### src/rtl/bcd_mux_arb_if.sv
// bcd_mux_arb_if: request/data/grant bundle between three sources and the arbitrating mux
interface bcd_mux_arb_if;
  logic req_b, req_c, req_d;
  logic [7:0] b, c, d;
  logic gnt_b, gnt_c, gnt_d;
  logic s1, s2;
  logic [7:0] out;
  logic out_valid, busy;
  modport master (
    output req_b, req_c, req_d, b, c, d,
    input gnt_b, gnt_c, gnt_d, s1, s2, out, out_valid, busy
  );
  modport slave (
    input req_b, req_c, req_d, b, c, d,
    output gnt_b, gnt_c, gnt_d, s1, s2, out, out_valid, busy
  );
endinterface

### src/rtl/bcd_mux_arb.sv
// bcd_mux_arb: round-robin 3-source arbiter that captures the winner's byte and presents it for DWELL cycles
module bcd_mux_arb #(
  parameter int unsigned DWELL = 4
) (
  input logic clk,
  input logic rst,
  bcd_mux_arb_if.slave bus
);
  typedef enum logic [1:0] {IDLE, GRANT, HOLD} state_t;
  state_t state, state_nx;
  logic [1:0] win, last, pick;
  logic [7:0] cnt, out_r, data;
  logic [2:0] r;
  logic any;
  assign r = {bus.req_d, bus.req_c, bus.req_b};
  assign any = |r;
  assign data = win == 2'd0 ? bus.b : win == 2'd1 ? bus.c : bus.d;
  // search begins at the source after the last one that reached HOLD
  always_comb begin
    pick = last == 2'd0 ? (r[1] ? 2'd1 : r[2] ? 2'd2 : 2'd0) :
           last == 2'd1 ? (r[2] ? 2'd2 : r[0] ? 2'd0 : 2'd1) :
                          (r[0] ? 2'd0 : r[1] ? 2'd1 : 2'd2);
    state_nx = state == IDLE  ? (any ? GRANT : IDLE) :
               state == GRANT ? HOLD :
               cnt != 8'd0    ? HOLD :
               any            ? GRANT : IDLE;
  end
  always_ff @(posedge clk or posedge rst) begin
    if (rst) begin
      state <= IDLE;
      win   <= 2'd0;
      last  <= 2'd2;
      cnt   <= 8'd0;
      out_r <= 8'h00;
    end else begin
      state <= state_nx;
      if (state != GRANT && state_nx == GRANT) win <= pick;
      if (state == GRANT) begin
        out_r <= data;
        cnt   <= 8'(DWELL - 1);
        last  <= win;
      end else if (state == HOLD && cnt != 8'd0) begin
        cnt <= cnt - 8'd1;
      end
    end
  end
  assign bus.gnt_b     = state == GRANT && win == 2'd0;
  assign bus.gnt_c     = state == GRANT && win == 2'd1;
  assign bus.gnt_d     = state == GRANT && win == 2'd2;
  assign bus.s1        = state != IDLE && win == 2'd1;
  assign bus.s2        = state != IDLE && win == 2'd2;
  assign bus.busy      = state != IDLE;
  assign bus.out_valid = state == HOLD;
  assign bus.out       = out_r;
endmodule
### src/flat_wrapper.sv
// flat-port wrapper written by rule: the top's interface ports become plain ports
module bcd_mux_arb_flat 
#(
  parameter int unsigned DWELL = 4
)
  (clk, rst, bus_req_b, bus_req_c, bus_req_d, bus_b, bus_c, bus_d, bus_gnt_b, bus_gnt_c, bus_gnt_d, bus_s1, bus_s2, bus_out, bus_out_valid, bus_busy);
  bcd_mux_arb_if bus_i ();
  input logic clk;
  input logic rst;
  input wire logic [$bits(bus_i.req_b)-1:0] bus_req_b;
  input wire logic [$bits(bus_i.req_c)-1:0] bus_req_c;
  input wire logic [$bits(bus_i.req_d)-1:0] bus_req_d;
  input wire logic [$bits(bus_i.b)-1:0] bus_b;
  input wire logic [$bits(bus_i.c)-1:0] bus_c;
  input wire logic [$bits(bus_i.d)-1:0] bus_d;
  output wire logic [$bits(bus_i.gnt_b)-1:0] bus_gnt_b;
  output wire logic [$bits(bus_i.gnt_c)-1:0] bus_gnt_c;
  output wire logic [$bits(bus_i.gnt_d)-1:0] bus_gnt_d;
  output wire logic [$bits(bus_i.s1)-1:0] bus_s1;
  output wire logic [$bits(bus_i.s2)-1:0] bus_s2;
  output wire logic [$bits(bus_i.out)-1:0] bus_out;
  output wire logic [$bits(bus_i.out_valid)-1:0] bus_out_valid;
  output wire logic [$bits(bus_i.busy)-1:0] bus_busy;
  assign bus_i.req_b = bus_req_b;
  assign bus_i.req_c = bus_req_c;
  assign bus_i.req_d = bus_req_d;
  assign bus_i.b = bus_b;
  assign bus_i.c = bus_c;
  assign bus_i.d = bus_d;
  assign bus_gnt_b = bus_i.gnt_b;
  assign bus_gnt_c = bus_i.gnt_c;
  assign bus_gnt_d = bus_i.gnt_d;
  assign bus_s1 = bus_i.s1;
  assign bus_s2 = bus_i.s2;
  assign bus_out = bus_i.out;
  assign bus_out_valid = bus_i.out_valid;
  assign bus_busy = bus_i.busy;
  bcd_mux_arb #(.DWELL(DWELL)) u_core (.clk(clk), .rst(rst), .bus(bus_i));
endmodule
### config.mk
export PLATFORM = sky130hd
export DESIGN_NAME = bcd_mux_arb_flat
export DESIGN_NICKNAME = d
export VERILOG_FILES = /design/src/rtl/bcd_mux_arb_if.sv /design/src/rtl/bcd_mux_arb.sv /design/src/flat_wrapper.sv
export SDC_FILE = /design/constraint.sdc
export NUM_CORES = 1
export LEC_CHECK = 0
export BUFFER_PORTS_ARGS = -buffer_cell sky130_fd_sc_hd__buf_4
export CORE_ASPECT_RATIO = 1.5
export CORE_MARGIN = 2
export CORE_UTILIZATION = 44
export CTS_CLUSTER_DIAMETER = 30
export CTS_CLUSTER_SIZE = 30
export DETAILED_ROUTE_END_ITERATION = 7
export GPL_ROUTABILITY_DRIVEN = 0
export PLACE_DENSITY = 0.76
export SLEW_MARGIN = 5
export SYNTH_ARGS = -nofsm -noshare
export SYNTH_HDL_FRONTEND = slang
export SYNTH_SLANG_ARGS = --single-unit
### constraint.sdc
create_clock -name clk -period 1.6 [get_ports clk]
set_clock_uncertainty 0.05 [all_clocks]
set_input_delay 0.16 -clock clk [delete_from_list [all_inputs] [get_ports clk]]
set_output_delay 0.16 -clock clk [all_outputs]
set_load 0.01 [all_outputs]
# Word-level counts from Yosys, hierarchy flattened

Cells that the tools add are included.
Widths: inputs -> output; s select.

Register bits: 22
Input bits: 29
Word-level logic and storage cells: 43

$add $sub $neg: 1
Equality and inequality tests: 7
Multiplexer cells: 16
Reductions and logical operators: 14

Operators with widths:

| cell                | number |
|---|---|
| $mux 8              | 4 |
| $mux 2              | 10 |
| $eq 2x1->1 const B  | 4 |
| $reduce_bool 8->1   | 1 |
| $sub 8x1->8 const B | 1 |
| $logic_and 1x1->1   | 7 |
| $logic_not 2->1     | 3 |
| $eq 2x2->1 const B  | 2 |
| $reduce_bool 2->1   | 2 |
| $reduce_or 3->1     | 1 |
| $mux 1              | 2 |
| $ne 2x1->1 const B  | 1 |

# Depth between registers and ports, before layout

Depth after elaboration: 7
Depth in mapped cells: 6
Mapped depth without buffers: 6

# Least setup slack after synthesis

OpenSTA, ideal clock, no wires.

Kind: register -> register
Start point: reg u_core.cnt[0]
End point: reg u_core.win[0]
Setup time: 0.127 ns
Arrival time: 1.484 ns
Data required time: 1.423 ns
Path slack: -0.062 ns
Cell stages (with the launch flop): 7
Path buffers: 0
Period minus slack after synthesis: 1.662 ns
Cells stage by stage: dfrtp_1 > inv_1 > ha_1 > nor3b_2 > a31oi_2 > nor2_4 > mux2_1

Cells in the longest elaborated chain, start to end: 6

Ends and longest elaborated chain:

| what                     | line              | source |
|---|---|---|
| start: declaration       | bcd_mux_arb.sv:12 | `logic [7:0] cnt, out_r, data;` |
| start signal: assignment | bcd_mux_arb.sv:40 | `cnt <= 8'(DWELL - 1);` |
| start signal: assignment | bcd_mux_arb.sv:43 | `cnt <= cnt - 8'd1;` |
| $reduce_bool 8->1        | bcd_mux_arb.sv:25 | `cnt != 8'd0 ? HOLD :` |
| $mux 2                   | bcd_mux_arb.sv:25 |  |
| $mux 2                   | bcd_mux_arb.sv:24 | `state == GRANT ? HOLD :` |
| $mux 2                   | bcd_mux_arb.sv:23 | `state_nx = state == IDLE ? (any ? GRANT : IDLE) :` |
| via u_core.state_nx[1]   | bcd_mux_arb.sv:10 | `state_t state, state_nx;` |
| $eq 2x1->1               | bcd_mux_arb.sv:37 | `if (state != GRANT && state_nx == GRANT) win <= pick;` |
| $logic_and 1x1->1        | bcd_mux_arb.sv:37 |  |
| end signal: assignment   | bcd_mux_arb.sv:37 |  |
| end: declaration         | bcd_mux_arb.sv:11 | `logic [1:0] win, last, pick;` |

The timed path passes the listed nets, and every way through them passes these cells.
A chain may end at the register's enable or synchronous reset.

# Worst setup path in the final report

Start point: reg u_core.cnt[0]
End point: reg u_core.win[1]

Same word-level chain as after synthesis.

==> flow_summary.yaml <==
pwr:
  cellInternalPower_uw: 1920
  power.combinational.fraction: 0.513
  switching_share: 0.399
  p_seq_frac: 0.364
  ir_drop_mv: 1.08
  netSwitchingPower_uw: 1280
  leakage_uw: 0.000850
  power_per_cell_area_nw_per_um2: 1800
  power_frac_clock: 0.124
worst_setup_path:
  critical_path_at_ns: 1.72
  startpoint_type: "flip-flop"
  worstSetupEndpoint: "u_core.win[1]$_DFFE_PP0P_"
  reg2reg_depth: 6
  reg2reg_to: "u_core.win[1]$_DFFE_PP0P_"
  cp-end-kind: "flip-flop"
  r2r_setup_slack_ns: -0.02
  timing_worst_setup_path_type: "flip-flop to flip-flop"
  r2r_start: "u_core.cnt[0]$_DFFE_PP0P_"
  worstSetupStartpoint: "u_core.cnt[0]$_DFFE_PP0P_"
  worstPathMaxFanout: 3
  worst_ep_required_time_ns: 1.69
routing:
  drc: 0
  vias_per_cell: 5.18
  antenna_violating_nets_post_route: 0
  wl_mm: 3.08
  via_count: 1181
  drt-initial-drc-count: 13
  route.detailed.wl_per_inst_um: 13.5
  drtPass1Iterations: 4
die:
  die_y_um: 69.9
  die_width_um: 47.9
  floorplan.core_area_sq_um: 2710
  boundary_pin_count: 44
  start_util: 0.470
  floorplan_row_count: 23
  dieArea_sq_um: 3350
synthesis:
  synth_largest_type_area_fraction: 0.413
  yosysWarningCount: 0
  netlist-cell-type-count: 33
  synth_top_cells_by_area: "sky130_fd_sc_hd__dfrtp_1, sky130_fd_sc_hd__mux2i_1, sky130_fd_sc_hd__o21ai_0, sky130_fd_sc_hd__nor2_1, sky130_fd_sc_hd__nand2_1"
  cell_area_after_synthesis_sq_um: 1270
  register_area_share_after_synthesis: 0.434
  postSynthNetCount: 169
  post-synth-top-area-cell: "sky130_fd_sc_hd__dfrtp_1"
  syn_avg_cell_area_sq_um: 9.15
  yosys_register_bits: 22
  post_synth_inst_count: 139
finish:
  areaGrowthSynthToFinish_pct: 39.7
  antenna_cell_count: 0
  share_of_cells_above_drive_strength_1: 0.393
  nets: 222
  n_fill_cell: 246
  finish.instance_area_sq_um: 1780
outcome:
  run_status: "complete, but fails checks"
  failing_checks: "setup timing"
sta:
  whs_ns: 0.138
  max-slew-margin-rel: 0.620
  achievable_clock_frequency_mhz: 616
  final-max-slew-violation-count: 0
  actual_transition_at_the_worst_max_transition_pin_ns: 0.570
  finalCriticalPeriod_ns: 1.62
  total_negative_slack_for_setup_checks_ns: -0.0455
  timing.final.ws_setup_ns: -0.0243
  report.final.hold_viol_count: 0
  final_min_period_over_clock_period: 1.02
  setup_repair_after_global_routing_missed_its_margin: "true"
  finalSetupViolations: 2
global_routing:
  antenna_found_initial: 0
  grt_overflow_total: 0
  number_of_global_route_vias_before_repair: 1213
  groute.usage.overall: 0.217
  grt_first_pass_wirelength_mm: 5.33
  grt_start_max_net_pins: 23
cts:
  numClockSinks: 22
  cts_buffer_depth: 2
  buffer_type_at_the_clock_tree_root: "sky130_fd_sc_hd__clkbuf_8"
  cts-htree-levels: 1
  worst_skew_pair.late_latency_ns: 0.26
  cts-buffers-inserted: 3
  tritoncts: "yes"
  cts_setup_buffers: 0
  cts.reportedPaths.clkPinSlew_ns: 0.08
placement:
  pre_cts_ws_ns: -0.0229
  placement.io_buffers: 43
  placement.cell_area_sq_um: 1700
  hpwl_mm: 2.40
flow_run:
  drv_cap: 0
min_path:
  holdCritPathClass: "input port to flip-flop"
[state kept, by name, indices dropped and copies added (netlist names)]
signal          cells
u_core.win          2
u_core.state        2
u_core.cnt          8
u_core.last         2
u_core.bus.out      8
[timing repair]
item,4_1_cts,5_1_grt
resized for setup,3,1
pin swaps,0,0
endpoints found under the hold margin,21,0
hold buffers,1,0
endpoints found under the setup margin,7,10
[area by class of cell]
| class | count | area (sq um) | area share |
|---|---|---|---|
| clock buffer | 4 | 55.1 | 0.0310 |
| tap | 37 | 46.3 | 0.0260 |
| multi-input combinational | 103 | 683 | 0.384 |
| sequential | 22 | 552 | 0.310 |
| timing repair buffer | 55 | 415 | 0.234 |
| inverter | 7 | 26.3 | 0.0148 |
[how the worst min path moves through the flow]
stage	start	endpoint	slack, ns	cells past startpoint
floorplan	rst	u_core.bus.out[0]$_DFFE_PP0N_	0.1	1
global placement	rst	u_core.last[0]$_DFFE_PP0N_	0.17	3
detailed placement	rst	u_core.cnt[1]$_DFFE_PP0P_	0.17	3
CTS	bus_d[5]	u_core.bus.out[5]$_DFFE_PP0N_	0.14	3
global route	bus_d[1]	u_core.bus.out[1]$_DFFE_PP0N_	0.15	3
finish	bus_d[0]	u_core.bus.out[0]$_DFFE_PP0N_	0.14	3
[layout by cell type, fill, tap and decap left out, drive strengths merged, types with 4 or more instances in the layout]
cell / instances
nand2b: 4
o21ai: 13
dfrtp: 21
nor3: 8
buf: 54
mux2i: 10
a21oi: 10
inv: 7
nand2: 15
mux2: 4
nand3: 6
clkbuf: 4
nor2: 16
[worst max-delay path, cell delays in order, from the launching register on]
cell                      delay [ns]
sky130_fd_sc_hd__dfrtp_1        0.39
sky130_fd_sc_hd__inv_1          0.06
sky130_fd_sc_hd__ha_2           0.19
sky130_fd_sc_hd__nor3b_4        0.21
sky130_fd_sc_hd__a31oi_2        0.15
sky130_fd_sc_hd__nor2_4         0.13
sky130_fd_sc_hd__mux2_1         0.33
[cell usage after synthesis]
cell,number
sky130_fd_sc_hd__dfrtp_1,21
sky130_fd_sc_hd__nor2_1,15
sky130_fd_sc_hd__nand2_1,14
sky130_fd_sc_hd__o21ai_0,13
sky130_fd_sc_hd__a21oi_1,10
sky130_fd_sc_hd__mux2i_1,10
sky130_fd_sc_hd__inv_1,7
sky130_fd_sc_hd__nand3_1,6
sky130_fd_sc_hd__nor3_1,6
sky130_fd_sc_hd__nand2b_1,4
sky130_fd_sc_hd__buf_2,3
sky130_fd_sc_hd__clkbuf_1,3
sky130_fd_sc_hd__and3_1,2
sky130_fd_sc_hd__mux2_1,2
sky130_fd_sc_hd__mux2_2,2
sky130_fd_sc_hd__nor3_4,2
sky130_fd_sc_hd__o311ai_0,2
sky130_fd_sc_hd__o31ai_1,2
sky130_fd_sc_hd__a31oi_2,1
sky130_fd_sc_hd__and2b_2,1
sky130_fd_sc_hd__and4bb_2,1
sky130_fd_sc_hd__buf_6,1
sky130_fd_sc_hd__dfstp_2,1
sky130_fd_sc_hd__ha_1,1
sky130_fd_sc_hd__nand2_2,1
sky130_fd_sc_hd__nand3b_1,1
sky130_fd_sc_hd__nor2_4,1
sky130_fd_sc_hd__nor2b_4,1
sky130_fd_sc_hd__nor3b_1,1
sky130_fd_sc_hd__nor3b_2,1
sky130_fd_sc_hd__o211ai_1,1
sky130_fd_sc_hd__or2_2,1
sky130_fd_sc_hd__or3_1,1
[layer usage]
layer	wire length, um	part of all wire	GRT usage	vias up
met5	0	0	0	-
met4	62	0.020	0.0931	0
met3	222	0.072	0.0672	8
met2	1650	0.53	0.353	50
met1	1150	0.37	0.247	540
li1	-	-	-	583
[cells by family after synthesis]
family	after synthesis	share of synthesized area
compound gates	29	0.132
mux	14	0.114
flops	22	0.434
fa+ha+maj	1	0.00983
buf+inv	14	0.0501
simple gates	59	0.261
[power groups by stage]
stage          clock [uW]  sequential, uW  combinational, uW
2_1_floorplan           0            1110                998
3_3_place_gp            0            1140               1540
3_5_place_dp            0            1160               1610
4_1_cts               399            1160               1660
5_1_grt               433            1210               1830
6_report              396            1170               1640
[through the flow]
stage	cells	power [uW]	util
floorplan	139	2110	-
global placement	223	2680	0.627
detailed placement	223	2770	0.627
CTS	228	3210	0.655
global route	228	3470	0.657
finish	228	3200	0.657
Power figures use the tool's default switching activity.
